--- src/rtl/ram_pkg.sv ---
// rtl/ram_pkg.sv - shared RAM interface types: word, RAM status and arbiter state encodings.
package ram_pkg;

  localparam int RAM_WORD_W = 32;

  typedef logic [RAM_WORD_W-1:0] word_t;

  typedef enum logic [1:0] {
    FREE   = 2'd0,
    BUSY   = 2'd1,
    ACCESS = 2'd2,
    ERROR  = 2'd3
  } ramstate_t;

  typedef enum logic [1:0] {
    IDLE = 2'd0,
    IGNT = 2'd1,
    DGNT = 2'd2
  } arb_state_t;

endpackage

--- src/rtl/mem_arb_timer.sv ---
// rtl/mem_arb_timer.sv - grant watchdog; o_expire is high on the TIMEOUT-th enabled cycle.
module mem_arb_timer #(
  parameter int TIMEOUT = 64
) (
  input  logic i_clk,
  input  logic i_rst_n,
  input  logic i_clear,
  input  logic i_enable,
  output logic o_expire
);

  localparam int CNT_W = (TIMEOUT > 1) ? $clog2(TIMEOUT) : 1;
  localparam logic [CNT_W-1:0] LAST = CNT_W'(TIMEOUT - 1);

  logic [CNT_W-1:0] r_cnt;

  always_ff @(posedge i_clk or negedge i_rst_n) begin
    if (!i_rst_n) begin
      r_cnt <= '0;
    end else if (i_clear) begin
      r_cnt <= '0;
    end else if (i_enable) begin
      r_cnt <= r_cnt + CNT_W'(1);
    end
  end

  assign o_expire = i_enable && (r_cnt == LAST);

endmodule

--- src/rtl/mem_arbiter.sv ---
// rtl/mem_arbiter.sv - round-robin arbiter of instruction/data clients onto the RAM cpu port.
// Optional MEM_ARBITER_PERF_EN adds saturating completion and stall counters.
module mem_arbiter
  import ram_pkg::*;
#(
  parameter int WORD_W  = 32,
  parameter int TIMEOUT = 64
) (
  input  logic              CLK,
  input  logic              nRST,
  input  logic              iREN,
  input  logic [WORD_W-1:0] iaddr,
  output logic              iwait,
  output logic [WORD_W-1:0] iload,
  input  logic              dREN,
  input  logic              dWEN,
  input  logic [WORD_W-1:0] daddr,
  input  logic [WORD_W-1:0] dstore,
  output logic              dwait,
  output logic [WORD_W-1:0] dload,
  input  ramstate_t         ramstate,
  input  logic [WORD_W-1:0] ramload,
  output logic              memREN,
  output logic              memWEN,
  output logic [WORD_W-1:0] memaddr,
  output logic [WORD_W-1:0] memstore,
  output logic              merr
`ifdef MEM_ARBITER_PERF_EN
  ,
  output logic [31:0]       icount,
  output logic [31:0]       dcount,
  output logic [31:0]       stallcount
`endif
);

  arb_state_t r_state, w_next;
  logic       r_last_d, w_next_last_d;
  logic       w_dreq, w_igrant, w_dgrant;
  logic       w_access, w_error, w_expire;

  assign w_dreq   = dREN | dWEN;
  assign w_igrant = (r_state == IGNT) && iREN;
  assign w_dgrant = (r_state == DGNT) && w_dreq;
  assign w_access = (ramstate == ACCESS);
  assign w_error  = (ramstate == ERROR);

  mem_arb_timer #(.TIMEOUT(TIMEOUT)) u_timer (
    .i_clk    (CLK),
    .i_rst_n  (nRST),
    .i_clear  (r_state == IDLE),
    .i_enable (r_state != IDLE),
    .o_expire (w_expire)
  );

  always_ff @(posedge CLK or negedge nRST) begin
    if (!nRST) begin
      r_state  <= IDLE;
      r_last_d <= 1'b0;
    end else begin
      r_state  <= w_next;
      r_last_d <= w_next_last_d;
    end
  end

  always_comb begin
    w_next        = r_state;
    w_next_last_d = r_last_d;
    case (r_state)
      IDLE: begin
        // On contention the client not served last time wins.
        if (iREN && w_dreq) begin
          w_next        = r_last_d ? IGNT : DGNT;
          w_next_last_d = !r_last_d;
        end else if (iREN) begin
          w_next        = IGNT;
          w_next_last_d = 1'b0;
        end else if (w_dreq) begin
          w_next        = DGNT;
          w_next_last_d = 1'b1;
        end
      end
      IGNT:    if (!iREN || w_access || w_error || w_expire) w_next = IDLE;
      DGNT:    if (!w_dreq || w_access || w_error || w_expire) w_next = IDLE;
      default: w_next = IDLE;
    endcase
  end

  always_comb begin
    iwait    = iREN;
    dwait    = w_dreq;
    iload    = '0;
    dload    = '0;
    memREN   = 1'b0;
    memWEN   = 1'b0;
    memaddr  = '0;
    memstore = '0;
    merr     = 1'b0;
    case (r_state)
      IGNT: if (w_igrant) begin
        memREN  = 1'b1;
        memaddr = iaddr;
        if (w_access) begin
          iwait = 1'b0;
          iload = ramload;
        end else if (w_error || w_expire) begin
          iwait = 1'b0;
          merr  = 1'b1;
        end
      end
      DGNT: if (w_dgrant) begin
        memREN   = dREN;
        memWEN   = dWEN;
        memaddr  = daddr;
        memstore = dstore;
        if (w_access) begin
          dwait = 1'b0;
          dload = ramload;
        end else if (w_error || w_expire) begin
          dwait = 1'b0;
          merr  = 1'b1;
        end
      end
      default: ;
    endcase
  end

`ifdef MEM_ARBITER_PERF_EN
  logic [31:0] r_icount, r_dcount, r_stallcount;

  always_ff @(posedge CLK or negedge nRST) begin
    if (!nRST) begin
      r_icount     <= '0;
      r_dcount     <= '0;
      r_stallcount <= '0;
    end else begin
      if (w_igrant && w_access && (r_icount != '1)) r_icount <= r_icount + 32'd1;
      if (w_dgrant && w_access && (r_dcount != '1)) r_dcount <= r_dcount + 32'd1;
      if ((iwait || dwait) && (r_stallcount != '1)) r_stallcount <= r_stallcount + 32'd1;
    end
  end

  assign icount     = r_icount;
  assign dcount     = r_dcount;
  assign stallcount = r_stallcount;
`endif

endmodule

--- config.mk ---
export PLATFORM = sky130hd
export DESIGN_NAME = mem_arbiter
export DESIGN_NICKNAME = d
export VERILOG_FILES = /design/src/rtl/ram_pkg.sv /design/src/rtl/mem_arb_timer.sv /design/src/rtl/mem_arbiter.sv
export SDC_FILE = /design/constraint.sdc
export NUM_CORES = 1
export LEC_CHECK = 0
export ABC_AREA = 1
export CAP_MARGIN = 15
export CORE_AREA = 10 10 94 96
export CTS_CLUSTER_SIZE = 30
export DETAILED_ROUTE_END_ITERATION = 6
export DIE_AREA = 0 0 104 106
export DONT_BUFFER_PORTS = 1
export GPL_TIMING_DRIVEN = 0
export SLEW_MARGIN = 10
export SYNTH_ARGS = -nofsm -noshare
export SYNTH_HDL_FRONTEND = slang
export SYNTH_SLANG_ARGS = --single-unit
--- constraint.sdc ---
create_clock -name CLK -period 2.1 [get_ports CLK]
set_input_delay 0.315 -clock CLK [delete_from_list [all_inputs] [get_ports CLK]]
set_output_delay 0.315 -clock CLK [all_outputs]
set_load 0.1 [all_outputs]
==> results.cfg, run 1 <==
[outcome]
outcome = finished with violations
violations = setup timing

[route]
drc_errors = 0
detailedRoute.firstPassIterationCount = 4
wire_per_inst_um = 22.3
initial_drc_count = 80
drt-vias-per-instance = 5.10
vias = 2564
antenna_violating_nets_post_route = 0
postRouteWirelength_um = 11200

[sta]
slew_viol_final = 0
relSlewSlack_pct = 27.9
final.setup.tns_ns = -41.33
grt_setup_unrepaired = true
max_clock_freq_ghz = 0.396
setup_slack_ns = -0.428
layout_worst_path_cycle_share_pct = 120
timing_hold_violations_final = 0
layout_min_cycle_time_ns = 2.53
report.final.setup_viol = 131
fin_worst_skew_ns = 0.0101
worst_pin_slew_ns = 1.08

[worst_hold_path]
min_path_type = input port to register

[critical_path]
r2r_setup_slack_ns = 0.23
timing.critical_path.fanout_max = 6
crit_path_cell_trace = inv_2 -> buf_6 -> ha_4 -> nand2_8 -> inv_8 -> a21oi_4 -> nor3b_4
timing.setup.critical_path_class = register to output port
cp_slowest_stage_delay_ns = 0.87
cp.required_ns = 1.78
worst-endpoint-arrival_ns = 2.21
cell_with_the_largest_stage_delay_on_the_worst_path = nor3b_4
cp-end-kind = output port
critPathCapture = merr
worstSetupStartpoint = r_state[1]$_DFFE_PN0P_
reg2reg_to = r_state[1]$_DFFE_PN0P_
crit_path_start_kind = register
r2r_cells = 15
crit-reg2reg-launch = r_state[1]$_DFFE_PN0P_

[logic_synthesis]
ys_seq_area_share_pct = 10.7
yosysTopAreaCellShare_pct = 28.6
synth_area_leaders = nor3_2 29%, nand2_1 14%, inv_1 13%, dfrtp_1 11%, a21oi_1 9.5%
synth_area_per_cell_um2 = 5.92
post_synth_top_area_cell = nor3_2
syn-instance-count = 355
synth_warnings = 0
synth.lib_cells_used.distinct = 21
synthesis.area_um2 = 2100
ff_latch_count_synth = 9
synth_fp_nets = 494

[clocking]
maximum_root_to_sink_buffer_count = 2
cts.htree.levels = 1
cts.clk_slew.worst_paths_ns = 0.04
tritoncts.num_buffers = 3
tritoncts = done
cts.sink_count = 9
cts_root_buffer_type = clkbuf_8
insertion_delay_ns = 0.24

[global_route]
track_usage_pct = 18.9
grt_pass1_vias = 2846
grt_pass1_wl_um = 17300
grt-ovfl-total = 0
antenna_found_initial = 0
grt_start_max_net_pins = 11

[finish]
final_net_count = 544
layout.cells.non_filler = 503
finalCoreUtilization_pct = 61.8
layout-area-overhead-vs-synth_pct = 107
postLayoutCellArea_um2 = 4360
antenna-diode-count = 0
drive_gt1_share_pct = 60.9

[power]
irDropWorstVdd_uv = 781
power.static_leakage_nw = 1.85
pwr_density_cell_nw_per_um2 = 1610
power_mw = 7.01

[placement]
finalWeightedCongestion = 0.788
port_buffer_count = 0
place.detailed.instances = 454
placedInstanceArea_um2 = 3280
post-dp-hpwl_um = 9070

[floorplan]
std_cell_rows = 31
io_pins = 268
initial_core_util_pct = 29.8
core-area_um2 = 7060
floorplan.die.height_um = 106
die_area_um2 = 11000
dieWidth_um = 104

[run]
drv_cap = 0
[critical path: cells and delay by family, from the launching register on]
family | cells | cell delay [ns]
adder cells (fa/ha/maj) | 1 | 0.18
AND/OR/NAND/NOR | 2 | 1.00
AO/OA/AOI/OAI | 1 | 0.06
flip-flops | 1 | 0.41
buffers and inverters | 3 | 0.32
[worst min-delay path by stage]
| stage | startpoint | endpoint | slack (ns) | depth (start not counted) |
|---|---|---|---|---|
| after global placement | nRST | u_timer.r_cnt[4]$_DFF_PN0_ | 0.02 | 0 |
| after global routing | ramstate[1] | r_state[0]$_DFFE_PN0P_ | 0.39 | 4 |
| final | ramstate[1] | r_state[0]$_DFFE_PN0P_ | 0.35 | 4 |
| after CTS | ramstate[1] | r_state[0]$_DFFE_PN0P_ | 0.33 | 4 |
| after floorplan | nRST | r_last_d$_DFFE_PN0P_ | 0.02 | 0 |
| after detailed placement | nRST | u_timer.r_cnt[4]$_DFF_PN0_ | 0.02 | 0 |
[kinds of logic (layout without fill, tap and decap cells)]
kind of cell | count (synthesis) | count (layout) | synth area share (%)
AND/OR/NAND/NOR | 195 | 196 | 54.3
buffers and inverters | 103 | 151 | 22.2
AO/OA/AOI/OAI | 44 | 44 | 10.5
flip-flops | 9 | 9 | 10.7
adder cells (fa/ha/maj) | 4 | 4 | 2.38
[per-layer routing]
layer	track usage, %	part of all wire (%)
met5	0	0
met4	1.19	0.27
met3	5.25	8.0
met1	20.9	35
met2	36.7	56
[cell usage after synthesis]
cell / count
nor3_2: 60
buf_4: 6
nor3b_1: 1
nand2_1: 78
buf_6: 6
or2_1: 1
nand4_1: 1
nand3_1: 5
clkbuf_1: 3
dfrtp_1: 9
nor3_1: 5
nor2_4: 1
ha_1: 4
a21oi_1: 40
nand2_2: 1
inv_1: 74
inv_2: 4
o21ai_0: 4
nor2_2: 1
nor2_1: 41
buf_2: 10
[cell usage in the layout (no fill, tap or decap)]
| master | n |
|---|---|
| nor2_2 | 3 |
| clkbuf_8 | 6 |
| dlygate4sd3_1 | 1 |
| nand2_8 | 2 |
| nand2_2 | 11 |
| or2_1 | 1 |
| buf_4 | 21 |
| nor3b_4 | 1 |
| inv_1 | 70 |
| nand2_1 | 55 |
| inv_2 | 3 |
| inv_4 | 2 |
| nand3_4 | 1 |
| clkinvlp_4 | 1 |
| a21oi_1 | 4 |
| buf_6 | 16 |
| ha_1 | 1 |
| inv_8 | 2 |
| a21oi_4 | 36 |
| nor2_4 | 33 |
| dfrtp_1 | 9 |
| nand3_1 | 4 |
| ha_4 | 3 |
| nand4_1 | 1 |
| buf_12 | 12 |
| o21ai_0 | 4 |
| nor2_1 | 7 |
| nand2_4 | 12 |
| buf_16 | 5 |
| nor3_4 | 64 |
| buf_8 | 7 |
| buf_2 | 1 |
| clkbuf_16 | 3 |
| clkinv_2 | 1 |
| nor3_1 | 1 |
[sequential cells by signal, summed over array words and instances, names as in the netlist]
| name | count |
|---|---|
| r_state | 2 |
| u_timer.r_cnt | 6 |
| r_last_d | 1 |
[through the flow]
stage	setup WS, ns	hold WS, ns
final	-0.428	0.346
after global routing	-0.478	0.393
after CTS	-0.424	0.334
after detailed placement	-0.616	0.0198
after global placement	-0.681	0.0198
after floorplan	-0.405	0.0194
[final cells by class]
cell class / instances / area [um^2]
multi-input combinational: 244 / 2700
clock inverter: 1 / 5.00
timing repair buffer: 46 / 603
sequential: 9 / 225
inverter: 78 / 317
buffer: 23 / 349
fill: 568 / 2700
clock buffer: 3 / 41.3
tap: 99 / 124
[where the power goes]
group	internal (mW)	switching, mW
Clock	0.130	0.0786
Sequential	0.222	0.0356
Combinational	1.74	4.80
Total	2.09	4.91
[repair_timing]
item / CTS / global route
hold buffers: 1 / 0
hold endpoints to repair: 9 / 0
resized for setup: 101 / 43
endpoints found under the setup margin: 132 / 134
setup buffers: 30 / 11
pin swaps: 40 / 56
gates cloned: 9 / 2
No activity file was read; power rests on OpenSTA's default activity.
==> inputs of run 2 (changes only) <==
--- a/config.mk
+++ b/config.mk
@@ -7,13 +7,14 @@
 export LEC_CHECK = 0
 export ABC_AREA = 1
 export CAP_MARGIN = 15
-export CORE_AREA = 10 10 94 96
+export CORE_AREA = 10 10 96 98
 export CTS_CLUSTER_SIZE = 30
 export DETAILED_ROUTE_END_ITERATION = 6
-export DIE_AREA = 0 0 104 106
+export DIE_AREA = 0 0 106 108
 export DONT_BUFFER_PORTS = 1
 export GPL_TIMING_DRIVEN = 0
 export SLEW_MARGIN = 10
 export SYNTH_ARGS = -nofsm -noshare
 export SYNTH_HDL_FRONTEND = slang
+export SYNTH_HIERARCHICAL = 1
 export SYNTH_SLANG_ARGS = --single-unit
==> run 2 against run 1 <==
  * The run still ends with setup timing left
  * Area after synthesis is 7.7% lower
  * Critical path type unchanged
  * Die area up 3.8%
  * Largest power group unchanged
  * Sequential cell count unchanged
  * Count of clock-buffer cells in the layout unchanged
  * Setup slack improved by 0.13 ns
==> results.cfg, run 2 <==
[outcome]
outcome = finished with violations
violations = setup timing

[logic_synthesis]
syn-instance-count = 372
ff_latch_count_synth = 9
ys_seq_area_share_pct = 11.6
synth_warnings = 6
synth_area_per_cell_um2 = 5.22
synth_fp_nets = 511
synth_most_common_cell = nand2_1
synth_area_leaders = nand2_1 16%, inv_1 15%, nor3_1 14%, dfrtp_1 12%, a21oi_1 9.8%
synth-edff-count = 0
yosysTopAreaCellShare_pct = 15.9
async_reset_ff_share_pct = 100
netlist_top_cells_count = 82 x nand2_1, 80 x inv_1, 55 x nor3_1
synthesis.area_um2 = 1940
synthFlopType = dfrtp_1
post_synth_top_area_cell = nand2_1
synth.lib_cells_used.distinct = 23

[route]
initial_drc_count = 117
antenna_violating_nets_post_route = 0
postRouteWirelength_um = 11100
detailedRoute.firstPassIterationCount = 6
vias = 2581
wire_per_inst_um = 21.4
drt-vias-per-instance = 4.99
drc_errors = 0

[sta]
layout_worst_path_cycle_share_pct = 114
timing_hold_violations_final = 0
grt_setup_unrepaired = true
worst_pin_slew_ns = 1.05
report.final.setup_viol = 130
timing.hold.ws_ns = 0.352
fin_worst_skew_ns = 0.0108
layout_min_cycle_time_ns = 2.40
relSlewSlack_pct = 29.6
setup_slack_ns = -0.296
slew_viol_final = 0
max_clock_freq_ghz = 0.417

[power]
irDropWorstVdd_uv = 1500
pwr_density_cell_nw_per_um2 = 1710
power.static_leakage_nw = 1.79

[clocking]
tritoncts.num_buffers = 3
cts.clk_slew.worst_paths_ns = 0.05
cts_root_buffer_type = clkbuf_8
tritoncts = done
maximum_root_to_sink_buffer_count = 2
insertion_delay_ns = 0.24
cts.htree.levels = 1
cts.sink_count = 9

[global_route]
grt_start_max_net_pins = 11
track_usage_pct = 17.6
grt-ovfl-total = 0
antenna_found_initial = 0
grt_pass1_wl_um = 16500
grt_pass1_vias = 2805

[placement]
placedInstanceArea_um2 = 3430
port_buffer_count = 0
finalWeightedCongestion = 0.807
place.detailed.instances = 474
post-dp-hpwl_um = 9340

[finish]
antenna-diode-count = 0
fillers = 664
final_cell_mix = 76 x nand2_1, 75 x inv_1, 64 x nor3_4
layout.cells.non_filler = 517
drive_gt1_share_pct = 55.2
largest_reg_flops = 6
largest_registers = u_timer/r_cnt (6), r_state (2), r_last_d (1)
final_net_count = 555
commonest_non_fill_non_tap_cell_in_the_layout = nand2_1
postLayoutCellArea_um2 = 4250
finalCoreUtilization_pct = 57.1
layout-area-overhead-vs-synth_pct = 119
registers.top_by_ff_count = u_timer/r_cnt

[floorplan]
floorplan.die.height_um = 108
std_cell_rows = 32
initial_core_util_pct = 26.1
core-area_um2 = 7450
io_pins = 268
die_area_um2 = 11400
dieWidth_um = 106

[critical_path]
crit_path_start_kind = register
worst-endpoint-arrival_ns = 2.08
cp.required_ns = 1.78
cp-end-kind = output port
timing.setup.critical_path_class = register to output port
timing.critical_path.fanout_max = 9

[run]
drv_cap = 0

[worst_hold_path]
min_path_type = input port to register
[run 2: cell families (layout without fill, tap and decap cells)]
group / after synthesis / after routing / share of synthesized area (%)
fa+ha+maj: 4 / 4 / 2.58
buf+inv: 108 / 151 / 25.1
flops: 9 / 9 / 11.6
compound gates: 42 / 42 / 11.0
xor+xnor: 1 / 1 / 0.451
simple gates: 208 / 208 / 49.2
[run 2: path summary, 6_finish.rpt]
kind                                              from                      endpoint  slack (ns)  depth (start not counted)
worst max-delay path            r_state[0]$_DFFE_PN0P_                   memaddr[15]       -0.30                          7
worst min-delay path                       ramstate[1]        r_state[0]$_DFFE_PN0P_        0.35                          4
worst max register to register  r_state[1]$_DFFE_PN0P_  u_timer/r_cnt[4]$_DFFE_PN0P_        0.44                         10
worst min register to register    r_last_d$_DFFE_PN0P_          r_last_d$_DFFE_PN0P_        0.49                          2
max in group asynchronous                         nRST  u_timer/r_cnt[0]$_DFFE_PN0P_        1.34                          1
min in group asynchronous                         nRST          r_last_d$_DFFE_PN0P_        0.45                          1
[run 2: where the power goes]
part / internal [mW] / switching (mW) / leakage [nW]
sequential: 0.221 / 0.0424 / 0.118
clock: 0.130 / 0.0713 / 0.0255
combinational: 1.99 / 4.84 / 1.65
[run 2: layer usage]
| layer | routed length, um | up-vias | global-route usage (%) |
|---|---|---|---|
| met4 | 44 | 0 | 2.03 |
| met5 | 0 | - | 0 |
| met3 | 1170 | 4 | 6.48 |
| met2 | 6060 | 163 | 33.3 |
| li1 | - | 1238 | - |
| met1 | 3800 | 1176 | 18.9 |
[run 2: critical path, stage by stage (launching register included)]
cell and delay (ns):
dfrtp_1 0.38, inv_2 0.06, buf_4 0.14, ha_4 0.28, clkinvlp_4 0.09, buf_12 0.15, clkbuf_16 0.17, a21oi_4 0.56
[run 2: final cells by class]
type | count | area [um^2] | area share [%]
Multi-Input combinational cell | 255 | 2630 | 61.9
Timing Repair Buffer | 39 | 523 | 12.3
Tap cell | 102 | 128 | 3.00
Inverter | 82 | 327 | 7.68
Sequential cell | 9 | 226 | 5.33
Clock inverter | 1 | 5.00 | 0.118
Buffer | 26 | 370 | 8.71
Clock buffer | 3 | 41.3 | 0.971
[run 2: metrics by stage]
stage / power, mW / worst slack [ns] / TNS (ns)
2_1_floorplan: 5.14 / -0.244 / -4.71
3_3_place_gp: 5.48 / -0.483 / -16.71
3_5_place_dp: 5.52 / -0.485 / -16.15
4_1_cts: 7.11 / -0.339 / -29.64
5_1_grt: 7.59 / -0.389 / -40.57
6_report: 7.29 / -0.296 / -30.52
[run 2: repair_timing]
item | CTS | global route
endpoints found under the setup margin | 132 | 132
hold buffers | 1 | 0
gates cloned | 10 | 1
pin swaps | 50 | 32
resized for setup | 63 | 22
hold endpoints to repair | 9 | 0
buffers inserted | 18 | 10
